[src/rtl/iob_cache_axi_pkg.sv]
// Shared FSM encoding and AXI constants for the cache AXI read/write channels.
package iob_cache_axi_pkg;

  typedef enum logic [1:0] {
    IDLE = 2'd0,
    ADDR = 2'd1,
    DATA = 2'd2
  } axi_state_t;

  localparam logic [1:0] AXI_BURST_FIXED = 2'b00;
  localparam logic [1:0] AXI_BURST_INCR  = 2'b01;
  localparam logic [1:0] AXI_RESP_OKAY   = 2'b00;

  // A line of exactly one BE word still needs a 1-bit index port.
  function automatic int cnt_w(input int line2be_w);
    return (line2be_w > 0) ? line2be_w : 1;
  endfunction

endpackage

[src/rtl/iob_cache_read_channel_axi.sv]
// AXI4 read initiator for cache line fills: one AR per line, R beats written into the line.
// Optional build macro IOB_CACHE_READ_RLAST_CHECK_EN adds the sticky rlast_err_o flag.
//   state | meaning
//   IDLE  | waiting for replace_valid_i
//   ADDR  | AR issued for line_addr_q, waiting for arready
//   DATA  | accepting R beats; error or clean end decides retry or done
module iob_cache_read_channel_axi
  import iob_cache_axi_pkg::*;
#(
  parameter int          ADDR_W               = 24,
  parameter int          FE_DATA_W            = 32,
  parameter int          BE_ADDR_W            = 24,
  parameter int          BE_DATA_W            = 32,
  parameter int          WORD_OFFSET_W        = 3,
  parameter int          AXI_ID_W             = 1,
  parameter int          AXI_ID               = 0,
  parameter int          AXI_LEN_W            = 8,
  parameter logic [3:0]  CACHE_AXI_CACHE_MODE = 4'b0011,
  localparam int         FE_NBYTES_W          = $clog2(FE_DATA_W / 8),
  localparam int         BE_NBYTES_W          = $clog2(BE_DATA_W / 8),
  localparam int         LINE2BE_W            = WORD_OFFSET_W - $clog2(BE_DATA_W / FE_DATA_W),
  localparam int         CNT_W                = cnt_w(LINE2BE_W),
  localparam int         LADDR_W              = ADDR_W - FE_NBYTES_W - WORD_OFFSET_W
) (
  input  logic                 clk_i,
  input  logic                 reset_i,
  input  logic                 replace_valid_i,
  input  logic [LADDR_W-1:0]   replace_addr_i,
  output logic                 replace_o,
  output logic                 read_valid_o,
  output logic [CNT_W-1:0]     read_addr_o,
  output logic [BE_DATA_W-1:0] read_data_o,
  output logic [AXI_ID_W-1:0]  axi_arid_o,
  output logic [BE_ADDR_W-1:0] axi_araddr_o,
  output logic [AXI_LEN_W-1:0] axi_arlen_o,
  output logic [2:0]           axi_arsize_o,
  output logic [1:0]           axi_arburst_o,
  output logic                 axi_arlock_o,
  output logic [3:0]           axi_arcache_o,
  output logic [2:0]           axi_arprot_o,
  output logic [3:0]           axi_arqos_o,
  output logic                 axi_arvalid_o,
  input  logic                 axi_arready_i,
  input  logic [AXI_ID_W-1:0]  axi_rid_i,
  input  logic [BE_DATA_W-1:0] axi_rdata_i,
  input  logic [1:0]           axi_rresp_i,
  input  logic                 axi_rlast_i,
  input  logic                 axi_rvalid_i,
`ifdef IOB_CACHE_READ_RLAST_CHECK_EN
  output logic                 rlast_err_o,
`endif
  output logic                 axi_rready_o
);

  axi_state_t         state_q, state_d;
  logic [LADDR_W-1:0] line_addr_q, line_addr_d;
  logic               err_q, err_d;
  logic               ar_hs;
  logic               beat;
  logic               last_beat;
  logic               resp_ok;

  assign ar_hs   = (state_q == ADDR) && axi_arready_i;
  assign resp_ok = (axi_rresp_i == AXI_RESP_OKAY);

  always_comb begin
    state_d     = state_q;
    line_addr_d = line_addr_q;
    err_d       = err_q;
    beat        = 1'b0;
    unique case (state_q)
      IDLE: begin
        if (replace_valid_i) begin
          line_addr_d = replace_addr_i;
          state_d     = ADDR;
        end
      end
      ADDR: begin
        if (axi_arready_i) begin
          err_d   = 1'b0;
          state_d = DATA;
        end
      end
      DATA: begin
        if (axi_rvalid_i) begin
          beat = 1'b1;
          if (!resp_ok) err_d = 1'b1;
          // A bad beat anywhere in the burst refetches the whole line.
          if (last_beat) state_d = (err_q || !resp_ok) ? ADDR : IDLE;
        end
      end
      default: state_d = IDLE;
    endcase
  end

  always_ff @(posedge clk_i or negedge reset_i) begin
    if (!reset_i) begin
      state_q     <= IDLE;
      line_addr_q <= '0;
      err_q       <= 1'b0;
    end else begin
      state_q     <= state_d;
      line_addr_q <= line_addr_d;
      err_q       <= err_d;
    end
  end

  generate
    if (LINE2BE_W > 0) begin : g_burst
      logic [LINE2BE_W-1:0] cnt_q, cnt_d;

      always_comb begin
        cnt_d = cnt_q;
        if (ar_hs)     cnt_d = '0;
        else if (beat) cnt_d = cnt_q + 1'b1;
      end

      always_ff @(posedge clk_i or negedge reset_i) begin
        if (!reset_i) cnt_q <= '0;
        else          cnt_q <= cnt_d;
      end

      assign last_beat     = &cnt_q;
      assign read_addr_o   = cnt_q;
      assign axi_arlen_o   = AXI_LEN_W'((1 << LINE2BE_W) - 1);
      assign axi_arburst_o = AXI_BURST_INCR;
    end else begin : g_single
      assign last_beat     = 1'b1;
      assign read_addr_o   = '0;
      assign axi_arlen_o   = '0;
      assign axi_arburst_o = AXI_BURST_FIXED;
    end
  endgenerate

`ifdef IOB_CACHE_READ_RLAST_CHECK_EN
  logic rlast_err_q, rlast_err_d;

  assign rlast_err_d = rlast_err_q | (beat & (axi_rlast_i != last_beat));

  always_ff @(posedge clk_i or negedge reset_i) begin
    if (!reset_i) rlast_err_q <= 1'b0;
    else          rlast_err_q <= rlast_err_d;
  end

  assign rlast_err_o = rlast_err_q;
`endif

  // rid is never checked, and rlast only feeds the optional checker.
  logic unused_inputs;
  assign unused_inputs = ^{axi_rid_i, axi_rlast_i};

  assign replace_o     = (state_q != IDLE);
  assign axi_arvalid_o = (state_q == ADDR);
  assign axi_rready_o  = (state_q == DATA);
  assign read_valid_o  = beat & resp_ok & ~err_q;
  assign read_data_o   = axi_rdata_i;

  assign axi_arid_o    = AXI_ID_W'(AXI_ID);
  assign axi_araddr_o  = BE_ADDR_W'({line_addr_q, {(FE_NBYTES_W + WORD_OFFSET_W){1'b0}}});
  assign axi_arsize_o  = 3'(BE_NBYTES_W);
  assign axi_arlock_o  = 1'b0;
  assign axi_arcache_o = CACHE_AXI_CACHE_MODE;
  assign axi_arprot_o  = 3'b000;
  assign axi_arqos_o   = 4'b0000;

endmodule

[config.mk]
export PLATFORM = sky130hd
export DESIGN_NAME = iob_cache_read_channel_axi
export DESIGN_NICKNAME = d
export VERILOG_FILES = /design/src/rtl/iob_cache_axi_pkg.sv /design/src/rtl/iob_cache_read_channel_axi.sv
export SDC_FILE = /design/constraint.sdc
export NUM_CORES = 1
export LEC_CHECK = 0
export CAP_MARGIN = 20
export CORE_UTILIZATION = 30
export DETAILED_ROUTE_END_ITERATION = 10
export PLACE_DENSITY = 0.86
export SYNTH_ARGS = -nofsm -noshare
export SYNTH_HDL_FRONTEND = slang
export SYNTH_SLANG_ARGS = --single-unit
[constraint.sdc]
create_clock -name clk_i -period 1.5 [get_ports clk_i]
set_input_delay 0.45 -clock clk_i [delete_from_list [all_inputs] [get_ports clk_i]]
set_output_delay 0.45 -clock clk_i [all_outputs]
set_load 0.005 [all_outputs]
==> out/metrics.yaml <==
power_and_ir_drop:
  cellPowerDensity_nw_per_um2: 1720
  pwr-share-comb_pct: 55.4
  p_int_mw: 2.47
  seq_power_share_pct: 33.4
  clkPwrFrac_pct: 11.2
  p_total_mw: 3.54
  p_sw_mw: 1.06
  ir_worst_vdd_mv: 0.588
  p_sw_share_pct: 30.1
  leakage_nw: 1.02
route:
  ant_nets: 0
  wl_per_cell_um: 12.5
  drtIter0Drc: 14
  drc: 0
  first_pass_iters: 4
  drt_wl_total_mm: 3.11
  vias: 1002
  via_per_inst: 4.02
place:
  dpl_cell_area_sq_um: 1830
  post-dp-hpwl_mm: 2.06
  place_inst: 233
  port_buffers: 51
  gp_congestion: 0.750
setup_path:
  slowest_delay_ns: 0.50
  crit_slowest_cell: "clkdlybuf4s50_1"
  critPathLaunchType: "input port"
  path_cells: "clkdlybuf4s50_1 > and3_4 > buf_6"
  cp_max_fo: 2
  worstSetupEndpointType: "primary output"
  worst-setup-path-type: "in2out"
  critPathArrivalTime_ns: 1.22
  worstPathRequired_ns: 1.05
yosys:
  netlist.area_leader.share_pct: 40.6
  netlist_instances: 143
  synth_common_cells: "buf_4, dfrtp_1, mux2_2"
  synth_edf_count: 0
  ys_types: 26
  synthFlopType: "dfrtp_1"
  yosysTopAreaCell: "dfrtp_1"
  yosys_warnings: 0
  synthArstFlopShare_pct: 100
  synth_area_leaders: "dfrtp_1, buf_4, mux2_2, ha_1, o21ai_0"
  synth_area_per_cell_sq_um: 10.8
  ys_seq_area_share_pct: 40.6
  syn-cell-area_sq_um: 1540
  post-synth-top-count-cell: "buf_4"
  synth-seq-cells: 25
timing:
  hold_viol_final: 0
  setup-tns-final_ns: -1.95
  setup_ws_ns: -0.169
  min_period_over_period_pct: 111
  min_period_ns: 1.67
  drv_slew: 0
  fmax_mhz: 599
  finClkSkew_ns: 0.00237
  setup_viol: 24
  rsz0062_at_grt: "yes"
floorplan:
  core_area_sq_um: 4850
  die_area_sq_um: 5430
  die_w_um: 73.7
  initial_utilization_pct: 31.8
  rows: 25
  io_pins: 149
  die_y_um: 73.7
job:
  drv_cap: 0
grt:
  grt_max_degree: 26
  antenna_found_initial: 0
  grt_pass1_wl_mm: 4.79
  groute.usage.overall_pct: 11.8
  grt_pass1_vias: 967
  grt-ovfl-total: 0
worst_hold_path:
  worstHoldPathType: "reg2reg"
cts:
  h-tree-depth: 1
  cts_tree: "done"
  clockBufferDepth: 2
  clkSinkCount: 25
  clk_latency_ns: 0.26
  clkTransAtPathRegs_ns: 0.09
  hold_buffers: 0
  root_buffer: "clkbuf_8"
  cts_inserted_buffers: 3
cells_and_area:
  fin_util_pct: 42.5
  area_delta_synth_final_pct: 33.7
  post_route_cells_drive_above_1_share_pct: 30.8
  nets: 245
  final_cell_area_sq_um: 2060
  diodes: 0
  finalNonFillerCells: 249
run_status:
  violations: "negative setup slack"
  status: "finished with violations"
power groups by stage:
stage | clock network [mW] | logic, mW | registers (mW)
after floorplan | 0 | 0.758 | 1.23
after global placement | 0 | 1.58 | 1.20
after detailed placement | 0 | 1.63 | 1.22
after CTS | 0.419 | 1.96 | 1.17
after global routing | 0.453 | 2.13 | 1.23
final | 0.396 | 1.96 | 1.18
through the flow:
stage               hold WS, ns  setup WS [ns]
detailed placement        0.494         -0.807
floorplan                 0.154          0.199
CTS                       0.512         -0.165
global placement          0.470         -0.831
global route              0.519         -0.216
finish                    0.508         -0.169
critical path, delay by kind of cell:
kind                   cells  cell delay, ns
and+or+nand+nor            1            0.19
buffers and inverters      2            0.58
routing by layer:
layer  wire, um  GRT usage (%)  vias to the layer above
met1       1300           14.1                      480
met3        279           3.70                        7
met5          0              0                        -
li1           -              -                      454
met4         23           3.63                        0
met2       1500           20.2                       61
repair_timing:
| item | 4_1_cts | 5_1_grt |
|---|---|---|
| setup endpoints to repair | 43 | 25 |
| cloned | 1 | 0 |
| buffers inserted | 11 | 0 |
| pin swaps | 3 | 0 |
| resized for setup | 75 | 3 |
logic make-up after synthesis:
family | count (synthesis) | share of synthesized area [%]
other | 2 | 0.487
flip-flops | 25 | 40.6
AO/OA/AOI/OAI | 11 | 4.63
multiplexers | 19 | 13.9
adder cells (fa/ha/maj) | 2 | 1.62
AND/OR/NAND/NOR | 16 | 5.84
buffers and inverters | 68 | 33.0
worst paths after layout:
| check | startpoint | to | slack (ns) | depth (start not counted) |
|---|---|---|---|---|
| worst max-delay path | axi_rvalid_i | read_valid_o | -0.17 | 3 |
| worst min-delay path | line_addr_q[12] | line_addr_q[12] | 0.51 | 1 |
| worst max register to register | state_q[1] | line_addr_q[1] | -0.10 | 5 |
| worst min register to register | line_addr_q[12] | line_addr_q[12] | 0.51 | 1 |
| max in group asynchronous | reset_i | state_q[0] | 0.81 | 2 |
| min in group asynchronous | reset_i | line_addr_q[8] | 0.53 | 2 |
final cells by class:
| type | instances | area, sq um |
|---|---|---|
| Fill cell | 478 | 2790 |
| Timing Repair Buffer | 72 | 669 |
| Multi-Input combinational cell | 79 | 628 |
| Sequential cell | 25 | 627 |
| Tap cell | 67 | 83.8 |
| Clock buffer | 4 | 45.0 |
| Inverter | 2 | 7.51 |
placed cells by master (no fill, tap or decap), drive strengths merged:
cell type      netlist  final
a221oi               1      1
and2                 1      1
or2                  1      1
a21oi                2      2
conb                 2     31
clkdlybuf4s50        0     23
dlygate4sd2          0     23
o21ai                5      5
a21o                 1      1
inv                  2      2
clkdlybuf4s15        0      1
dfrtp               25     25
nor3b                1      1
nor2b                2      2
o221a                1      1
clkbuf               1      4
nand2b               1      1
nor2                 2      2
a311oi               1      1
mux2                19     19
nand3                1      1
buf                 65     25
ha                   2      2
and2b                1      1
and3                 1      1
nand2                4      4
nor3                 1      1
flip-flops by register name, indices dropped and copies added (netlist names):
signal,count
err_q,1
line_addr_q,19
read_addr_o,3
state_q,2
Note: power is estimated with default switching activity, not from simulation.
==> edit: new RTL, same flow settings <==
Add a define of `IOB_CACHE_READ_RLAST_CHECK_EN`.
--- a/src/rtl/iob_cache_read_channel_axi.sv
+++ b/src/rtl/iob_cache_read_channel_axi.sv
@@ -6,2 +6,4 @@
 //   DATA  | accepting R beats; error or clean end decides retry or done
+`define IOB_CACHE_READ_RLAST_CHECK_EN
+
 module iob_cache_read_channel_axi
Behaviour (old outputs only; new: rlast_err_o): unchanged (equiv_simple and equiv_induct, registers matched by name and starting in step).
==> edit against the original RTL <==
The flow still finishes with violations (negative setup slack). Worst setup slack worse by 0.13 ns. Synthesized area up 5.6%. Power up 5.9%. Count of clock-buffer cells in the layout unchanged. Largest power group unchanged. Critical path type is now reg2out. Clock power up 16%. Combinational power up 5%. Cell area up 5.9%. Routed wire length up 8.7%. Register-to-register slack about the same. Sequential cell count up 1. Hold slack worse by 0.027 ns. Fmax down 7.3%.
==> edit: results (changes against the original RTL) <==
STATUS='finished with violations'  # unchanged
VIOLATIONS_IN_THE_FINAL_REPORTS='negative setup slack'  # unchanged
VDD_DROP_MAX_mV=0.488  # was 0.588 mV
VIA_COUNT_OF_THE_FIRST_GLOBAL_ROUTING_PASS=1048  # was 967
FF2FF_SETUP_SLACK_NS=-0.10  # about the same
YS_TYPES=27  # was 26
WORST_PATH_LARGEST_CELL_DELAY_NS=0.38  # was 0.50 ns
SYNTH_SEQ_AREA_SHARE_PCT=40.0  # was 40.6%
CLOCK_SKEW_NS=0.00315  # was 0.00237 ns
GLOBALPLACE.CONGESTION=0.759  # was 0.750
WORST_SETUP_HOLD_PATH_CLK_SLEW_NS=0.09  # about the same
FINALWORSTSETUPSLACK_NS=-0.299  # was -0.169 ns
NUMBER_OF_OPTIMIZATION_ITERATIONS_IN_THE_FIRST_DETAILED_ROUTE_PASS=3  # was 4
VIASPERCELL=4.03  # was 4.02
SYNTH_TOP_CELLS_BY_AREA='sky130_fd_sc_hd__dfrtp_1, sky130_fd_sc_hd__buf_4, sky130_fd_sc_hd__mux2_4'  # was sky130_fd_sc_hd__dfrtp_1, sky130_fd_sc_hd__buf_4, sky130_fd_sc_hd__mux2_2
WORST_EP_ARRIVAL_TIME_NS=1.35  # was 1.22 ns
DESIGN.FINAL.NETS=255  # was 245
MIN_DELAY_PATH_DEPTH=1  # unchanged
FINAL_LAYOUT_SIZE_SUFFIX_GT1_SHARE_PCT=31.8  # was 30.8%
POWER.LEAKAGE_nW=1.08  # was 1.02 nW
FINAL.HOLD.WORST_SLACK_NS=0.481  # was 0.508 ns
CRITICAL_PATH.STARTPOINT_TYPE='flip-flop'  # was input port
PLACE.PORT_BUFFERS=53  # was 51
R2R_CELLS=6  # was 5
GROUTE.USAGE.OVERALL_PCT=11.6  # was 11.8%
SETUP_VIOLATIONS=23  # was 24
HOLD_START='rlast_err_o'  # was line_addr_q[12]
FILL_CELLS=497  # was 478
REGTOREGENDPOINT='line_addr_q[6]'  # was line_addr_q[1]
YOSYSWARNINGS=0  # unchanged
LARGEST_REGISTER_FF_COUNT=19  # unchanged
DRT-INITIAL-DRC-COUNT=7  # was 14
WORSTHOLDENDPOINT='rlast_err_o'  # was line_addr_q[12]
CRITICAL_PATH.REG2REG.STARTPOINT='state_q[0]'  # was state_q[1]
GLOBAL_ROUTE_WIRE_LENGTH_BEFORE_REPAIR_UM=4780  # was 4790 um
MIN-DELAY-PATH-CLASS='reg2reg'  # unchanged
GRT_START_MAX_NET_PINS=27  # was 26
SYNTH.CELLS.MOST_FREQUENT='sky130_fd_sc_hd__buf_4, sky130_fd_sc_hd__dfrtp_1, sky130_fd_sc_hd__mux2_2, sky130_fd_sc_hd__mux2_4'  # was sky130_fd_sc_hd__buf_4, sky130_fd_sc_hd__dfrtp_1, sky130_fd_sc_hd__mux2_2
DP_HPWL_UM=2230  # was 2060 um
CRITICAL-PATH-SLOWEST-CELL='sky130_fd_sc_hd__dfrtp_1'  # was sky130_fd_sc_hd__clkdlybuf4s50_1
DETAIL_ROUTE.WL_PER_CELL_UM=12.9  # was 12.5 um
edit: what timing repair did:
action / in CTS / in global routing
setup buffers: 16 / 1
pin swaps: 1 / 1
resized for setup: 53 / 10
cloned: 1 / 0
endpoints found under the setup margin: 29 / 24
edit: final cells by class:
cell class                 count  area share [%]
tap                           70            4.01
timing repair buffer          80            34.5
multi-input combinational     80            28.8
clock buffer                   4            2.52
sequential                    26            29.8
inverter                       2           0.344
edit: through the flow:
step / total power, mW / setup slack (ns) / TNS (ns) / area, um2 / cells
finish: 3.75 / -0.299 / -2.61 / 2180 / 262
global route: 4.04 / -0.345 / -3.66 / 2180 / 262
CTS: 3.81 / -0.275 / -3.78 / 2180 / 263
detailed placement: 3.12 / -0.799 / -6.82 / 1980 / 242
global placement: 3.06 / -0.789 / -6.15 / 1980 / 242
floorplan: 2.18 / 0.0691 / 0 / 1740 / 173
edit: how the worst max path moves through the flow:
stage	endpoint	slack, ns
2_1_floorplan	read_valid_o	0.07
3_3_place_gp	read_valid_o	-0.79
3_5_place_dp	read_valid_o	-0.80
4_1_cts	read_valid_o	-0.27
5_1_grt	read_valid_o	-0.35
6_report	read_valid_o	-0.30
edit: where the power goes:
| part | switching [mW] | total (mW) | internal, mW |
|---|---|---|---|
| clock network | 0.226 | 0.460 | 0.235 |
| logic | 0.712 | 2.06 | 1.35 |
| registers | 0.181 | 1.23 | 1.05 |
| total | 1.12 | 3.75 | 2.63 |
edit: cell families (layout without fill, tap and decap cells):
kind of cell / count (synthesis) / after routing / synth area share, %
simple gates: 15 / 15 / 5.84
buf+inv: 67 / 86 / 31.0
xor+xnor: 1 / 1 / 0.538
mux: 20 / 20 / 16.1
fa+ha+maj: 2 / 2 / 1.54
compound gates: 11 / 11 / 4.53
flops: 26 / 26 / 40.0
other cells: 2 / 31 / 0.461
edit: worst max-delay path: cells and delay by family (launching register included):
family | cells | cell delay (ns)
flip-flops | 1 | 0.38
AND/OR/NAND/NOR | 2 | 0.39
buffers and inverters | 3 | 0.31
edit: layer usage:
layer	up-vias	part of all wire [%]	GRT usage, %
met5	-	0	0
met3	12	7.8	2.12
met1	500	39	11.6
li1	479	-	-
met2	65	52	21.5
met4	0	2.1	8.44
